**src/rtl/mem_arbiter_pkg.sv**
```systemverilog
// Shared constants and types for the fetch/data RAM arbiter: FSM encoding,
// default timeout, latched-access record and the response-data helper.
package mem_arbiter_pkg;

    typedef enum logic [1:0] {
        IDLE     = 2'd0,
        WAIT_IF  = 2'd1,
        WAIT_MEM = 2'd2
    } arb_state_t;

    localparam int TIMEOUT_DEFAULT = 16;
    localparam int WAIT_CNT_W      = 8;

    // One RAM access as seen by the shared RAM port.
    typedef struct packed {
        logic        we;
        logic [31:0] addr;
        logic [31:0] wdata;
    } access_t;

    localparam access_t ACCESS_NONE = '0;

    function automatic logic [WAIT_CNT_W-1:0] last_wait_cycle(input int timeout);
        return WAIT_CNT_W'(timeout - 1);
    endfunction

    // An aborted access returns zero; a completed read returns the RAM word.
    function automatic logic [31:0] resp_data(input logic aborted, input logic [31:0] dout);
        return aborted ? 32'h0 : dout;
    endfunction

endpackage

```
**src/rtl/mem_arbiter.sv**
```systemverilog
// Arbiter sharing one single-ported RAM between instruction fetch and the MEM
// stage; data accesses win ties, one access in flight, timeout aborts a hung RAM.
module mem_arbiter
    import mem_arbiter_pkg::*;
#(
    parameter int TIMEOUT = TIMEOUT_DEFAULT
) (
    input  logic        clk,
    input  logic        rst_n,
    input  logic        if_req,
    input  logic [31:0] if_addr,
    output logic        if_ack,
    output logic [31:0] if_rdata,
    output logic        if_stall,
    input  logic        mem_req,
    input  logic        mem_we,
    input  logic [31:0] mem_addr,
    input  logic [31:0] mem_wdata,
    output logic        mem_ack,
    output logic [31:0] mem_rdata,
    output logic        mem_stall,
    output logic        ram_cs,
    output logic        ram_we,
    output logic [31:0] ram_addr,
    output logic [31:0] ram_din,
    input  logic [31:0] ram_dout,
    input  logic        ram_ready,
    output logic        bus_err
);

    localparam logic [WAIT_CNT_W-1:0] LAST_WAIT = last_wait_cycle(TIMEOUT);

    arb_state_t            state;
    arb_state_t            state_next;
    access_t               lat;
    logic [WAIT_CNT_W-1:0] wait_cnt;
    logic                  dropped;

    logic mem_elig;
    logic if_elig;
    logic grant_mem;
    logic grant_if;
    logic own_req;
    logic timeout_hit;
    logic done;
    logic deliver;

    // A port whose ack is showing this cycle has already been served; its req
    // is still the old request, so it must not be granted again.
    assign mem_elig  = mem_req & ~mem_ack;
    assign if_elig   = if_req & ~if_ack;
    assign grant_mem = (state == IDLE) & mem_elig;
    assign grant_if  = (state == IDLE) & ~mem_elig & if_elig;

    assign if_stall  = if_req & ~if_ack;
    assign mem_stall = mem_req & ~mem_ack;

    assign ram_addr  = lat.addr;
    assign ram_din   = lat.wdata;

    assign timeout_hit = ram_cs & ~ram_ready & (wait_cnt == LAST_WAIT);
    assign done        = ram_cs & (ram_ready | timeout_hit);
    assign deliver     = done & own_req & ~dropped;

    // NOTE: state is held in flops written only with <=, so every reader
    // sees the pre-edge value regardless of process evaluation order.
    always_ff @(posedge clk or negedge rst_n) begin
        if (!rst_n) begin
            state <= IDLE;
        end else begin
            state <= state_next;
        end
    end

    // NOTE: every output of a combinational block gets a default first so
    // no path leaves it unassigned, which would otherwise infer a latch.
    always_comb begin
        state_next = state;
        unique case (state)
            IDLE: begin
                if (mem_elig) begin
                    state_next = WAIT_MEM;
                end else if (if_elig) begin
                    state_next = WAIT_IF;
                end
            end
            WAIT_IF, WAIT_MEM: begin
                if (done) begin
                    state_next = IDLE;
                end
            end
            default: state_next = IDLE;
        endcase
    end

    always_comb begin
        ram_cs  = 1'b0;
        ram_we  = 1'b0;
        own_req = 1'b0;
        unique case (state)
            WAIT_IF: begin
                ram_cs  = 1'b1;
                own_req = if_req;
            end
            WAIT_MEM: begin
                ram_cs  = 1'b1;
                ram_we  = lat.we;
                own_req = mem_req;
            end
            default: begin
                ram_cs  = 1'b0;
                ram_we  = 1'b0;
                own_req = 1'b0;
            end
        endcase
    end

    // Operands are captured at grant so the RAM port stays stable even if the
    // requester changes its inputs after losing interest.
    always_ff @(posedge clk or negedge rst_n) begin
        if (!rst_n) begin
            lat <= ACCESS_NONE;
        end else if (grant_mem) begin
            lat <= '{we: mem_we, addr: mem_addr, wdata: mem_wdata};
        end else if (grant_if) begin
            lat <= '{we: 1'b0, addr: if_addr, wdata: 32'h0};
        end
    end

    always_ff @(posedge clk or negedge rst_n) begin
        if (!rst_n) begin
            wait_cnt <= '0;
        end else if (!ram_cs) begin
            wait_cnt <= '0;
        end else if (!ram_ready && !timeout_hit) begin
            wait_cnt <= wait_cnt + 1'b1;
        end
    end

    // Once the owner drops its request the access still runs to completion on
    // the RAM, but nothing is reported back even if the request reappears.
    always_ff @(posedge clk or negedge rst_n) begin
        if (!rst_n) begin
            dropped <= 1'b0;
        end else if (!ram_cs) begin
            dropped <= 1'b0;
        end else if (!own_req) begin
            dropped <= 1'b1;
        end
    end

    always_ff @(posedge clk or negedge rst_n) begin
        if (!rst_n) begin
            if_ack    <= 1'b0;
            mem_ack   <= 1'b0;
            bus_err   <= 1'b0;
            if_rdata  <= '0;
            mem_rdata <= '0;
        end else begin
            if_ack  <= deliver & (state == WAIT_IF);
            mem_ack <= deliver & (state == WAIT_MEM);
            bus_err <= deliver & timeout_hit;
            if (deliver && (state == WAIT_IF)) begin
                if_rdata <= resp_data(timeout_hit, ram_dout);
            end
            // Completed writes keep the last load value visible.
            if (deliver && (state == WAIT_MEM) && (timeout_hit || !lat.we)) begin
                mem_rdata <= resp_data(timeout_hit, ram_dout);
            end
        end
    end

    a_ack_exclusive : assert property (@(posedge clk) disable iff (!rst_n)
        !(if_ack && mem_ack));
    a_err_with_ack : assert property (@(posedge clk) disable iff (!rst_n)
        bus_err |-> (if_ack || mem_ack));
    a_fetch_never_writes : assert property (@(posedge clk) disable iff (!rst_n)
        (state == WAIT_IF) |-> !ram_we);

endmodule
```
**config.mk**
```make
export PLATFORM = sky130hd
export DESIGN_NAME = mem_arbiter
export DESIGN_NICKNAME = d
export VERILOG_FILES = /design/src/rtl/mem_arbiter_pkg.sv /design/src/rtl/mem_arbiter.sv
export SDC_FILE = /design/constraint.sdc
export NUM_CORES = 1
export LEC_CHECK = 0
export CAP_MARGIN = 20
export CORE_ASPECT_RATIO = 1.4
export CORE_UTILIZATION = 45
export CTS_BUF_LIST = sky130_fd_sc_hd__clkbuf_16
export DETAILED_ROUTE_END_ITERATION = 6
export PLACE_DENSITY = 0.89
export RECOVER_POWER = 25
export SYNTH_ARGS = -nofsm -noshare
export SYNTH_HDL_FRONTEND = slang
export SYNTH_SLANG_ARGS = --single-unit
```
**constraint.sdc**
```tcl
create_clock -name clk -period 2.1 [get_ports clk]
set_input_delay 0.315 -clock clk [delete_from_list [all_inputs] [get_ports clk]]
set_output_delay 0.315 -clock clk [all_outputs]
set_load 0.01 [all_outputs]
```
* Word-level counts from Yosys, hierarchy flattened
Cells that the tools add are included.
Storage, ports and cells: output and inout bits 135, bits of input ports 134, register bits 143, logic and storage cells 64
Cells by class: add/subtract/negate cells 1, equal/unequal tests 7, bitwise logic cells 19, reductions and logical operators 12, multiplexer cells 14
Operators by type and width (number):
- $mux 65 | 2
- $mux 32 | 1
- $mux 8 | 2
- $and 1x1->1 | 13
- $add 8x1->8 const B | 1
- $eq 8x4->1 const B | 1
- $mux 2 | 3
- $not 1->1 | 5
- $logic_and 1x1->1 | 4
- $mux 1 | 4
- $ne 2x1->1 const B | 2
- $pmux 2 s2 | 1
- $logic_not 1->1 | 3
- $ne 3x3->1 const B | 1
- $eq 2x1->1 const B | 1
- $eq 2x2->1 const B | 1
- $logic_not 2->1 | 1
- $ne 2x2->1 const B | 1
- $pmux 1 s2 | 1
- $reduce_and 2->1 | 1
- $reduce_bool 2->1 | 1
- $reduce_or 2->1 | 1
- $logic_or 1x1->1 | 1
- $or 1x1->1 | 1

* Logic depth before layout (Yosys ltp)
depth in word-level cells 11, depth in mapped cells 8

* Worst setup path after synthesis
No wires, ideal clock.
path type register to register, start reg state[0], end reg mem_rdata[17], data arrival time 1.876 ns, library setup time 0.142 ns, clock period less this slack 2.017 ns, path slack 0.083 ns, path buffers 3, data required time 1.958 ns, cell stages (with the launch flop) 9, cell sequence dfrtp_1 -> inv_1 -> ha_1 -> buf_2 -> and3b_1 -> clkbuf_1 -> nand3_1 -> clkbuf_1 -> o211ai_1
Between the ends: word-level cells in the longest chain between the ends 11, elaborated cells on any way between the ends 15, those cells by class 2 x eq/ne; 3 x mux; 6 x bitwise; 4 x reduce/logical
Ends and longest elaborated chain:
- start, declared | line mem_arbiter.sv:33 | arb_state_t state;
- start signal, assigned | line mem_arbiter.sv:71 | state <= state_next;
- $eq 2x1->1 / $eq 2x2->1 (equally long branches) | line mem_arbiter.sv:100 | unique case (state)
- $reduce_or 2->1 (no line) (*)
- $mux 1 (*) | line mem_arbiter.sv:100
- via ram_cs | line mem_arbiter.sv:22 | output logic ram_cs,
- $and 1x1->1 (2 in a row) | line mem_arbiter.sv:61 | assign timeout_hit = ram_cs & ~ram_ready & (wait_cnt == LAST_WAIT);
- $or 1x1->1 | line mem_arbiter.sv:62 | assign done = ram_cs & (ram_ready | timeout_hit);
- $and 1x1->1 | line mem_arbiter.sv:62
- $and 1x1->1 (2 in a row) | line mem_arbiter.sv:63 | assign deliver = done & own_req & ~dropped;
- $logic_and 1x1->1 (2 in a row) | line mem_arbiter.sv:167 | if (deliver && (state == WAIT_MEM) && (timeout_hit || !lat.we)) begin
- end signal, assigned | line mem_arbiter.sv:168 | mem_rdata <= resp_data(timeout_hit, ram_dout);
- end, declared | line mem_arbiter.sv:20 | output logic [31:0] mem_rdata,
Mark *: on every way through the listed nets, which the timed path passes. The rest lies on a longest branch. A chain may end at the register's enable or synchronous reset.

* Worst setup path in the final report
start reg state[0], end out ram_we
Between the ends: word-level cells in the longest chain between the ends 2
Ends and longest elaborated chain:
- $eq 2x2->1 | line mem_arbiter.sv:100
- $mux 1 | line mem_arbiter.sv:100
- end, declared | line mem_arbiter.sv:23 | output logic ram_we,
No other way between the ends.

==> flow_summary.json <==
{
  "outcome": "complete, no violations",
  "critPathTopFamily": "buffers and inverters",
  "ys_seq_area_share_pct": 48.76,
  "initial_core_util_pct": 46.62,
  "setup_slack_ns": 0.1093,
  "cts_setup_buffers": 0,
  "synth-seq-cells": 143,
  "min_from": "mem_wdata[24]",
  "syn-cell-area_mm2": 0.007340,
  "avgSynthCellArea_um2": 11.10,
  "routedWlPerCell_um": 19.19,
  "path_class": "reg2out",
  "slew_violations": 0,
  "hold-path-endpoint": "ram_din[24]$_DFFE_PN0P_",
  "clockPowerShare_pct": 24.7,
  "p_seq_share_pct": 31.4,
  "path_buf_inv": 2,
  "die_w_um": 109.9,
  "final_common_cell": "clkdlybuf4s50_1",
  "cts_sinks": 143,
  "cpPeakStageDelay_ns": 0.41,
  "gp_congestion": 0.8232,
  "max_clock_freq_mhz": 502.3,
  "diodes": 0,
  "finalPower_w": 0.01321,
  "dp_slack_ns": 0.09797,
  "critPathCaptureType": "output pin",
  "worst_slew_pin_slew_ns": 1.404,
  "grt_pass1_vias": 6407,
  "drtAntennaViolNets": 0,
  "drive_gt1_share_pct": 16.15,
  "area_delta_synth_final_pct": 44.70,
  "yosys-top-cells-area": "dfrtp_1, mux2_2, buf_4",
  "crit_slowest_cell": "dfrtp_1",
  "arrival_ns": 1.68,
  "dpl.hpwl_um": 14970,
  "r2r_start": "wait_cnt[5]$_DFFE_PN0P_",
  "period_minus_slack_ns": 1.991,
  "final_area_mm2": 0.01062,
  "crit_fanout": 6,
  "period_share_pct": 94.79,
  "p_int_w": 0.008954,
  "register_area_mm2": 0.003578,
  "syn_nets": 799,
  "die_h_um": 153.1,
  "grt_first_pass_wirelength_um": 32910,
  "yosys.cell_types.count": 46,
  "worstPathRequired_ns": 1.78,
  "worst_r2r_endpoint": "mem_rdata[8]$_DFFE_PN0P_",
  "yosysTopAreaCell": "dfrtp_1",
  "start_kind": "flip-flop",
  "r2r_slack_ns": 0.17,
  "clockRootBuffer": "clkbuf_16",
  "clk-insertion-delay-late_ns": 0.41,
  "cts_buffers": 17,
  "overflow": 0,
  "num_vias": 6058,
  "num_io_pins": 269,
  "fin_nets": 1004,
  "die_area_mm2": 0.01683,
  "clock_path_buffers": 2,
  "crit_chain": "inv_1, ha_2, and2_1, dlygate4sd2_1",
  "top_layer": "met4",
  "initialDrtViolationCount": 307,
  "grt_max_degree": 55,
  "ir_drop_v": 0.0007930,
  "clk_pin_slew_worst_paths_ns": 0.06,
  "switching_share_pct": 32.20,
  "drv_cap": 0,
  "fin_skew_ns": 0.006661,
  "met1_length_um": 7433,
  "wl_met3_um": 1723,
  "post-route-util_pct": 67.46,
  "syn-instance-count": 661,
  "p_sw_w": 0.004253,
  "hold_path_depth": 2,
  "grt_setup_unrepaired": "true",
  "dr_wl_met2_um": 10900,
  "fin_setup_tns_ns": 0,
  "worst-path-stages": 4,
  "yosysWarnings": 0,
  "dr.pass1.iters": 4,
  "combPwrFrac_pct": 43.9,
  "grt_usage_pct": 25.29,
  "synth.top_cell.area_share_pct": 48.76,
  "p_per_area_mw_per_mm2": 1244,
  "port_buffers": 268,
  "hold_path.class": "in2reg",
  "drcViolationCount": 0,
  "place_area_mm2": 0.009967,
  "antenna_found_initial": 0,
  "drt_wl_total_um": 20630,
  "cts_tree": "yes",
  "max_slew_margin_pct": 6.407,
  "setup_violations": 0,
  "rows": 54,
  "hold_viol": 0,
  "multi_input_area_mm2": 0.002972,
  "vias_per_cell": 5.635,
  "fillers": 1172,
  "final_cell_mix": "clkdlybuf4s50_1, dfrtp_1, mux2_2, o21ai_0, a211o_1",
  "reg2regPathDepth": 3,
  "p_leak_nw": 4.323,
  "core-area_mm2": 0.01574,
  "cts_max_level": 4
}
==> cell usage after synthesis, drive strengths merged <==
library cell  instances
dfrtp               143
buf                  84
mux2                 64
o21ai                36
clkbuf               35
a211o                34
a22o                 33
and3                 33
o21a                 33
inv                  32
o211ai               32
o311ai               27
nand2                15
a21oi                 9
nand4                 5
nor2                  5
ha                    4
and2                  3
nand2b                3
nand3b                3
nor2b                 3
nor3                  3
or3                   3
a2111oi               2
a211oi                2
a21o                  2
mux2i                 2
nand4b                2
or4                   2
a22oi                 1
a31oi                 1
and3b                 1
and4b                 1
nand3                 1
nor4                  1
o31ai                 1
==> timing repair <==
| item | 4_1_cts | 5_1_grt |
|---|---|---|
| gates resized for setup | 4 | 2 |
| hold buffers | 1 | 0 |
| endpoints found under the hold margin | 52 | 0 |
| endpoints found under the setup margin | 2 | 1 |
==> worst max-delay path by stage <==
stage	start	endpoint	slack, ns
6_report	state[0]$_DFFE_PN0P_	ram_we	0.11
5_1_grt	state[0]$_DFFE_PN0P_	ram_we	-0.03
4_1_cts	state[0]$_DFFE_PN0P_	ram_cs	0.02
3_5_place_dp	ram_ready	mem_rdata[15]$_DFFE_PN0P_	0.1
3_3_place_gp	if_req	ram_din[21]$_DFFE_PN0P_	0.14
2_1_floorplan	state[0]$_DFFE_PN0P_	mem_rdata[17]$_DFFE_PN0P_	0.08
==> final cells by class <==
type / instances / share of cell area (%)
clock inverters: 15 / 2.062
flip-flops and latches: 143 / 33.69
multi-input cells: 367 / 27.98
clock buffers: 17 / 4.006
repair buffers: 305 / 28.82
well taps: 196 / 2.309
inverters: 32 / 1.131
==> cell families (layout without fill, tap and decap cells) <==
logic type	after synthesis	after routing	share of synthesized area (%)
simple gates	84	84	6.973
compound gates	213	213	22.06
fa+ha+maj	4	4	0.6819
mux	66	66	10.09
buf+inv	151	369	11.44
flops	143	143	48.76
==> registers in the layout (all words and copies together), names as in the netlist <==
| signal | count |
|---|---|
| ram_din | 32 |
| ram_addr | 32 |
| lat | 1 |
| wait_cnt | 8 |
| state | 2 |
| if_rdata | 32 |
| mem_rdata | 32 |
| dropped | 1 |
| bus_err | 1 |
| mem_ack | 1 |
| if_ack | 1 |
==> metal layers <==
layer / GRT usage [%] / up-vias
met5: 0 / -
met2: 45.77 / 251
met4: 10.29 / 0
li1: - / 2798
met3: 7.164 / 37
met1: 26.81 / 2972
==> through the flow <==
step | cells | hold slack (ns)
after detailed placement | 1042 | 0.3132
after CTS | 1075 | 0.4446
after global placement | 1042 | 0.3143
after floorplan | 661 | 0.01941
after global routing | 1075 | 0.4857
final | 1075 | 0.4993
==> power groups by stage <==
stage,registers [W],clock network [W],logic (W)
after global placement,0.00413,0,0.00563
after floorplan,0.00409,0,0.00367
final,0.00414,0.00327,0.00580
after detailed placement,0.00418,0,0.00579
after CTS,0.00415,0.00333,0.00581
after global routing,0.00426,0.00347,0.00622
No activity file was read; power rests on OpenSTA's default activity.
